**src/rtl/elastic_pipe_pkg.sv**
```systemverilog
// Shared types and helpers for the elastic pipeline.
package elastic_pipe_pkg;

  // Performance counters exposed when ELASTIC_PIPE_PERF_EN is defined.
  typedef struct packed {
    logic [31:0] stall;
    logic [31:0] full;
  } pipe_perf_t;

  // Width of the occupancy counter for a pipe of the given depth (0..2*depth).
  function automatic int unsigned pipe_count_w(input int unsigned depth);
    return $clog2(2 * depth + 1);
  endfunction

endpackage

```
**src/rtl/elastic_stage.sv**
```systemverilog
// One elastic stage: main register plus skid register. The upstream ready is
// taken straight from the skid valid flop, so no ready path crosses the stage.
module elastic_stage #(
  parameter int unsigned      WIDTH = 32,
  parameter logic [WIDTH-1:0] NOP   = '0
) (
  input  logic             clk,
  input  logic             reset,
  input  logic             flush,
  input  logic             in_valid,
  output logic             in_ready,
  input  logic [WIDTH-1:0] in_data,
  output logic             out_valid,
  input  logic             out_ready,
  output logic [WIDTH-1:0] out_data
);

  logic             main_valid_q, main_valid_d;
  logic             skid_valid_q, skid_valid_d;
  logic [WIDTH-1:0] main_data_q, main_data_d;
  logic [WIDTH-1:0] skid_data_q, skid_data_d;
  logic             accept;
  logic             drain;

  assign in_ready  = ~skid_valid_q;
  assign out_valid = main_valid_q;
  assign out_data  = main_valid_q ? main_data_q : NOP;

  // Next-state: fill main when empty or draining, else park in skid; refill main from skid.
  always_comb begin
    main_valid_d = main_valid_q;
    skid_valid_d = skid_valid_q;
    main_data_d  = main_data_q;
    skid_data_d  = skid_data_q;
    accept       = in_valid & ~skid_valid_q;
    drain        = main_valid_q & out_ready;
    if (drain) begin
      if (skid_valid_q) begin
        // accept is impossible here because in_ready is low while skid is full
        main_data_d  = skid_data_q;
        skid_valid_d = 1'b0;
      end else if (accept) begin
        main_data_d = in_data;
      end else begin
        main_valid_d = 1'b0;
      end
    end else if (accept) begin
      if (!main_valid_q) begin
        main_valid_d = 1'b1;
        main_data_d  = in_data;
      end else begin
        skid_valid_d = 1'b1;
        skid_data_d  = in_data;
      end
    end
  end

  // Valid bits: cleared by reset or flush.
  always_ff @(posedge clk) begin
    if (reset || flush) begin
      main_valid_q <= 1'b0;
      skid_valid_q <= 1'b0;
    end else begin
      main_valid_q <= main_valid_d;
      skid_valid_q <= skid_valid_d;
    end
  end

  // Payload registers carry no reset; they are qualified by the valid bits.
  always_ff @(posedge clk) begin
    main_data_q <= main_data_d;
    skid_data_q <= skid_data_d;
  end

endmodule

```
**src/rtl/elastic_pipe.sv**
```systemverilog
// Elastic pipeline: chain of DEPTH elastic_stage instances with an occupancy
// counter. Optional perf counters are enabled by defining ELASTIC_PIPE_PERF_EN.
module elastic_pipe
  import elastic_pipe_pkg::*;
#(
  parameter int unsigned      WIDTH = 32,
  parameter int unsigned      DEPTH = 2,
  parameter logic [WIDTH-1:0] NOP   = '0
) (
  input  logic                            clk,
  input  logic                            reset,
  input  logic                            in_valid,
  output logic                            in_ready,
  input  logic [WIDTH-1:0]                in_data,
  output logic                            out_valid,
  input  logic                            out_ready,
  output logic [WIDTH-1:0]                out_data,
  input  logic                            flush,
  output logic [pipe_count_w(DEPTH)-1:0]  count
`ifdef ELASTIC_PIPE_PERF_EN
  ,
  output logic [31:0]                     perf_stall,
  output logic [31:0]                     perf_full
`endif
);

  localparam int unsigned CW = pipe_count_w(DEPTH);

  logic             stage_valid [DEPTH+1];
  logic             stage_ready [DEPTH+1];
  logic [WIDTH-1:0] stage_data  [DEPTH+1];

  logic [CW-1:0] count_q, count_d;
  logic          in_xfer;
  logic          out_xfer;
  logic          full;

  assign stage_valid[0]     = in_valid;
  assign stage_data[0]      = in_data;
  assign stage_ready[DEPTH] = out_ready;

  for (genvar k = 0; k < DEPTH; k++) begin : g_stage
    elastic_stage #(
      .WIDTH (WIDTH),
      .NOP   (NOP)
    ) u_stage (
      .clk       (clk),
      .reset     (reset),
      .flush     (flush),
      .in_valid  (stage_valid[k]),
      .in_ready  (stage_ready[k]),
      .in_data   (stage_data[k]),
      .out_valid (stage_valid[k+1]),
      .out_ready (stage_ready[k+1]),
      .out_data  (stage_data[k+1])
    );
  end

  // Boundary handshake: reset and flush hide the pipe from both neighbours.
  always_comb begin
    in_ready  = stage_ready[0] & ~reset & ~flush;
    out_valid = stage_valid[DEPTH] & ~reset & ~flush;
    out_data  = out_valid ? stage_data[DEPTH] : NOP;
    in_xfer   = in_valid & in_ready;
    out_xfer  = out_valid & out_ready;
    full      = (count_q == CW'(2 * DEPTH));
    count     = reset ? '0 : count_q;
    count_d   = count_q + CW'(in_xfer) - CW'(out_xfer);
  end

  // Occupancy counter tracks accepted minus delivered beats.
  always_ff @(posedge clk) begin
    if (reset || flush) begin
      count_q <= '0;
    end else begin
      count_q <= count_d;
    end
  end

`ifdef ELASTIC_PIPE_PERF_EN
  pipe_perf_t perf_q, perf_d;
  logic       stall;

  // Saturating perf counters; flush does not touch them.
  always_comb begin
    perf_d = perf_q;
    stall  = out_valid & ~out_ready;
    if (stall && (perf_q.stall != '1)) perf_d.stall = perf_q.stall + 32'd1;
    if (full && (perf_q.full != '1))   perf_d.full  = perf_q.full + 32'd1;
  end

  // Perf counter register.
  always_ff @(posedge clk) begin
    if (reset) begin
      perf_q <= '0;
    end else begin
      perf_q <= perf_d;
    end
  end

  assign perf_stall = perf_q.stall;
  assign perf_full  = perf_q.full;
`else
  logic unused_full;
  assign unused_full = full;
`endif

endmodule

```
**config.mk**
```make
export PLATFORM = sky130hd
export DESIGN_NAME = elastic_pipe
export DESIGN_NICKNAME = d
export VERILOG_FILES = /design/src/rtl/elastic_pipe_pkg.sv /design/src/rtl/elastic_stage.sv /design/src/rtl/elastic_pipe.sv
export SDC_FILE = /design/constraint.sdc
export NUM_CORES = 1
export LEC_CHECK = 0
export ABC_AREA = 0
export CAP_MARGIN = 20
export CORE_MARGIN = 3
export CORE_UTILIZATION = 50
export CTS_CLUSTER_DIAMETER = 40
export CTS_CLUSTER_SIZE = 16
export DETAILED_ROUTE_END_ITERATION = 12
export GPL_TIMING_DRIVEN = 0
export PLACE_DENSITY = 0.84
export SLEW_MARGIN = 20
export SYNTH_ARGS = -nofsm -noshare
export SYNTH_HDL_FRONTEND = slang
export SYNTH_SLANG_ARGS = --single-unit
```
**constraint.sdc**
```tcl
create_clock -name clk -period 2.8 [get_ports clk]
set_input_delay 0.56 -clock clk [delete_from_list [all_inputs] [get_ports clk]]
set_output_delay 0.56 -clock clk [all_outputs]
set_load 0.02 [all_outputs]
```
## Word-level counts from Yosys, hierarchy flattened

Index checks and enable logic that the tools add are counted.

| operators by class | value |
|---|---|
| eq/ne operators | 6 |
| muxes and demuxes | 22 |
| reductions and logical operators | 15 |
| bitwise logic cells | 15 |
| $add $sub $neg | 2 |

Operators by type and width:

| operator | count |
|---|---|
| 32-bit two-way mux | 13 |
| 3-bit AND reduction | 6 |
| 2-bit != test (second input constant) | 6 |
| 1-bit AND | 9 |
| 1-bit two-way mux | 8 |
| 2-bit nonzero test | 4 |
| 1-bit inverter | 6 |
| 2-bit AND reduction | 2 |
| 2-bit OR reduction | 2 |
| 3-bit by 1-bit adder with 3-bit output | 1 |
| 3-bit two-way mux | 1 |
| 3-bit by 1-bit subtractor with 3-bit output | 1 |
| 1-bit logical OR | 1 |

| storage, ports and cells | value |
|---|---|
| input port bits | 37 |
| output and inout bits | 37 |
| logic and storage cells | 69 |
| register bits | 135 |

## Longest topological paths before layout

| depth | value |
|---|---|
| depth after elaboration | 6 |
| gate-level depth with buffers | 11 |
| depth with buffers taken out | 10 |

## Cells and area by module

From an unflattened synthesis, not the netlist that was laid out.

| unflattened totals | value |
|---|---|
| cells, all modules | 356 |
| area, all modules | 6,028.3 um^2 |

Modules (own cells, without submodules):

| module | seq. area each (um^2) | area each (um^2) | instances | cells each |
|---|---|---|---|---|
| elastic_stage | 1,961.9 | 2,781.4 | 2 | 151 |
| elastic_pipe | 60.1 | 465.4 | 1 | 54 |

## Least setup slack after synthesis

No wires, ideal clock.

| timing | value |
|---|---|
| kind | input port to flip-flop |
| from | input in_valid |
| to | register g_stage[0].u_stage.main_data_q[0], enable pin |
| buffers on the path | 0 |
| required time | 2,368 ps |
| cell stages on the path | 3 |
| path slack | -47 ps |
| setup time | 432 ps |
| arrival time | 2,415 ps |
| cells stage by stage | nor2b_1 > a21oi_1 > a21oi_1 |

| between the ends | value |
|---|---|
| word-level cells in the longest chain between the ends | 3 |
| elaborated cells on any way between the ends | 4 |
| those cells by class | 1 x bitwise; 3 x reduce/logical |

Ends and longest elaborated chain:

| element | line | source |
|---|---|---|
| from (decl) | elastic_pipe.sv:12 | `input logic in_valid,` |
| 1-bit AND * | elastic_stage.sv:35 | `accept = in_valid & ~skid_valid_q;` |
| 2-bit nonzero test (no source line) | -- |  |
| 3-bit AND reduction (no source line) * | -- |  |
| to (signal assigned) | elastic_stage.sv:71 | `main_data_q <= main_data_d;` |
| to (decl) | elastic_stage.sv:20 | `logic [WIDTH-1:0] main_data_q, main_data_d;` |

Mark *: on every way between the ends. The rest lies on a longest branch, timed or not.
A chain may end at the register's enable or synchronous reset.

## Final worst setup path

| timing | value |
|---|---|
| from | input flush |
| to | output in_ready |

| between the ends | value |
|---|---|
| word-level cells in the longest chain between the ends | 2 |

Ends and longest elaborated chain:

| element | line | source |
|---|---|---|
| from (decl) | elastic_pipe.sv:18 | `input logic flush,` |
| 1-bit inverter | elastic_pipe.sv:61 | `in_ready = stage_ready[0] & ~reset & ~flush;` |
| 1-bit AND | elastic_pipe.sv:61 |  |
| to (decl) | elastic_pipe.sv:13 | `output logic in_ready,` |

No other way between the ends.

==> summary.md <==
| Metric | Value |
|---|---|
| Result of the run | `completed` |
| Die area | `12,600 sq um` |
| Via count of the first global-routing pass | `~3,100` |
| Final core utilization | `about two thirds` |
| Most numerous cell in the Yosys netlist | `edfxtp_1` |
| Max Slew Vio Count | `0` |
| Highest Clock Rate | `0.3803 GHz` |
| Count of flip-flops with a built-in enable after synthesis | `128` |
| Final Critical Period | `2.630 ns` |
| Leading area contributor after synthesis | `edfxtp_1` |
| Sink count of the clock tree | `135` |
| Mean number of vias per cell | `about 5.2` |
| Clock buffer count from CTS | `17` |
| Largest cells by area after synthesis | `edfxtp_1 (68%), mux2_4 (8.0%), mux2_2 (6.8%), and3_1 (3.9%), and2_1 (3.8%)` |
| CTS Root Buffer Type | `clkbuf_16` |
| Largest net degree at the start of global routing | `33` |
| Total wire length | `10.20 mm` |
| Layout Skew | `0.005429 ns` |
| Cell area after technology mapping | `5645 sq um` |
| Final setup fails | `0` |
| Total global routing track utilization | `17.03%` |
| Post-synth top cells | `edfxtp_1 (128), and3_1 (35), and2_1 (34), mux2_2 (34), mux2_4 (30)` |
| Final nets | `460` |
| Clock tree from TritonCTS | `yes` |
| Fraction of post-synthesis cell area in the top cell type by area | `68.09%` |
| IR drop worst, VDD | `0.0004353 V` |
| Top fanout value on the critical path | `7` |
| Placeable Area | `between 10,000 and 15,000 sq um` |
| Kind of end point of the critical path | `primary output` |
| Die X | `112.3 um` |
| Worst Hold Class | `reg2reg` |
| Number of maximum-capacitance violations | `0` |
| Wire length of the first global-routing pass | `16.22 mm` |
| Critical Path Source Type | `primary input` |
| Synthesis-stage register bit count | `135` |
| Yosys Warn Count | `0` |
| Number of core rows | `38` |
| Clock edge transition at the registers on the reported setup and hold paths | `0.05 ns` |
| Number of iterations in the first detailed-routing pass | `4` |
| CTS Buffer Depth | `2` |
| Setup repair after global routing missed its margin | `false` |
| Number of DRC violations after detailed routing | `0` |
| Fill cell instance count of the final layout | `between 700 and 800` |
| I/O pins | `74` |
| Synthesized netlist cell count | `323` |
| Setup Fix Bufs, Post-CTS | `0` |
| Ys async rst share | `0%` |
| Port buffer count | `73` |
| Slew of the pin with the lowest slew margin | `about 0.75 ns` |
| Post-synthesis sequential area ratio | `70.57%` |
| Synthesis-to-layout area growth | `27.73%` |
| Required @ worst endpoint | `2.24 ns` |
| Post-place instance area | `6640 sq um` |
| Sum of overflow across all layers after global routing | `0` |
| Iter 0 DRT Violations | `138` |
| Portion of the clock cycle consumed by the worst path in the final layout | `93.92%` |
| Final standard cell area without fillers | `7211 sq um` |
| Count of antenna diodes in the layout | `0` |
| Mean post-synth cell area | `approximately 17 sq um` |
| Starting Density | `51.62%` |
| CP arrival | `2.07 ns` |
| Post-route insts no fill | `573` |
| Cells after DPL | `540` |
| Number of hold violations in the final report | `0` |
| Power density normalized to cell area | `640.2 nW/um^2` |
| Placer Congestion | `between 0.7 and 0.8` |
| Clock latency of the later-clocked register in the worst-skew pair | `between 0.4 and 0.5 ns` |
| Setup CP Type | `in2out` |
| Antenna violation net count after detailed routing | `0` |
| Netlist cell types | `28` |
| Headroom to the max-slew limit | `49.85%` |
| CTS H-tree lvls | `4` |
| Chip Height | `112.3 um` |
| Most frequently used flop master after synthesis | `edfxtp_1` |
| Average wire per standard cell | `between 15 and 20 um` |
| Share of cells above drive strength 1 | `27.25%` |
| DPL Wire Length | `6.765 mm` |
| Reported leakage power | `2.885 nW` |
| Syn_nets | `363` |
| Antenna violations before repair | `0` |
| Vias post-DR | `~3,000` |
## report_power, final
part | leakage (nW) | switching [W] | internal (W) | total, W
registers | 1.32 | 0.00000984 | 0.00225 | 0.00226
logic | 1.28 | 0.0000838 | 0.000101 | 0.000185
clock network | 0.284 | 0.000785 | 0.00139 | 0.00217
total | 2.88 | 0.000878 | 0.00374 | 0.00462
## critical path: stages
cell and delay (ns):
clkdlybuf4s50_1 0.49, or2_2 0.33, clkbuf_1 0.20, nor2_1 0.14, dlygate4sd2_1 0.34
## cell usage in the layout (no fill, tap or decap), drive strengths merged
| master | netlist | final |
|---|---|---|
| and2 | 34 | 34 |
| o21ai | 1 | 1 |
| or2 | 1 | 1 |
| o21a | 1 | 1 |
| xnor2 | 1 | 1 |
| inv | 3 | 3 |
| a211oi | 1 | 1 |
| ha | 2 | 2 |
| buf | 8 | 13 |
| nand2 | 3 | 3 |
| a22oi | 1 | 1 |
| and3 | 36 | 36 |
| a21oi | 5 | 5 |
| clkinvlp | 0 | 2 |
| nor2 | 6 | 7 |
| clkbuf | 12 | 29 |
| clkinv | 0 | 9 |
| bufinv | 0 | 3 |
| dlygate4sd2 | 0 | 30 |
| xor2 | 1 | 1 |
| mux2 | 64 | 64 |
| nor3 | 1 | 1 |
| dfxtp | 7 | 7 |
| nand2b | 1 | 1 |
| edfxtp | 128 | 128 |
| fa | 1 | 1 |
| nor2b | 5 | 5 |
| clkdlybuf4s50 | 0 | 43 |
## area by class of cell
type	instances	area (sq um)	share of cell area, %
tap	140	175.2	2.429
clock inverter	14	158.9	2.204
buffer	20	167.7	2.325
multi-input combinational	166	1521	21.10
inverter	3	11.26	0.1562
clock buffer	18	429.2	5.952
sequential	135	3984	55.25
timing repair buffer	77	763.2	10.58
## cell families (layout without fill, tap and decap cells)
kind of cell / after synthesis / in the layout / synth area share [%]
xor gates and xnor gates: 2 / 2 / 0.3103
AOI/OAI and AO/OA: 9 / 9 / 0.9308
buffers and inverters: 23 / 132 / 3.058
DFF: 135 / 135 / 70.57
muxes: 64 / 64 / 14.76
and+or+nand+nor: 87 / 88 / 9.574
adders and majority gates: 3 / 3 / 0.7978
## routing by layer
layer	share of wire (%)	wire (um)	vias up	global-route usage, %
li1	-	-	1413	-
met1	42	4241	1451	19.67
met2	52	5336	77	29.68
met3	4.0	409	15	4.960
met4	2.1	211	0	7.131
met5	0	0	-	0
## sequential cells by signal, summed over array words and instances, names as in the netlist
register / flops
count_q: 3
g_stage.u_stage.main_data_q: 64
g_stage.u_stage.out_valid: 2
g_stage.u_stage.skid_data_q: 64
g_stage.u_stage.skid_valid_q: 2
## worst paths after layout
check	slack (ns)	from	end	depth (start not counted)
worst min register to register	0.54	g_stage[0].u_stage.skid_data_q[19]	g_stage[0].u_stage.main_data_q[19]	1
worst max register to register	0.45	g_stage[1].u_stage.out_valid	count_q[2]	10
worst min-delay path	0.54	g_stage[0].u_stage.skid_data_q[19]	g_stage[0].u_stage.main_data_q[19]	1
worst max-delay path	0.17	flush	in_ready	5
## timing repair
item                                    CTS  global route
cloned                                    1             0
hold buffers                              0             0
resized for setup                        36             1
endpoints found under the setup margin   35             1
## stage by stage
stage / TNS [ns] / setup slack, ns / power, W / hold WS (ns)
detailed placement: -12.44 / -0.5636 / 0.002480 / 0.5333
finish: 0 / 0.1703 / 0.004616 / 0.5445
global placement: -55.13 / -0.9835 / 0.002464 / 0.5304
global route: 0 / 0.006330 / 0.004768 / 0.5586
floorplan: 0 / 0.03369 / 0.002382 / 0.5223
CTS: 0 / 0.1647 / 0.004661 / 0.5461
Note: power is estimated with default switching activity, not from simulation.
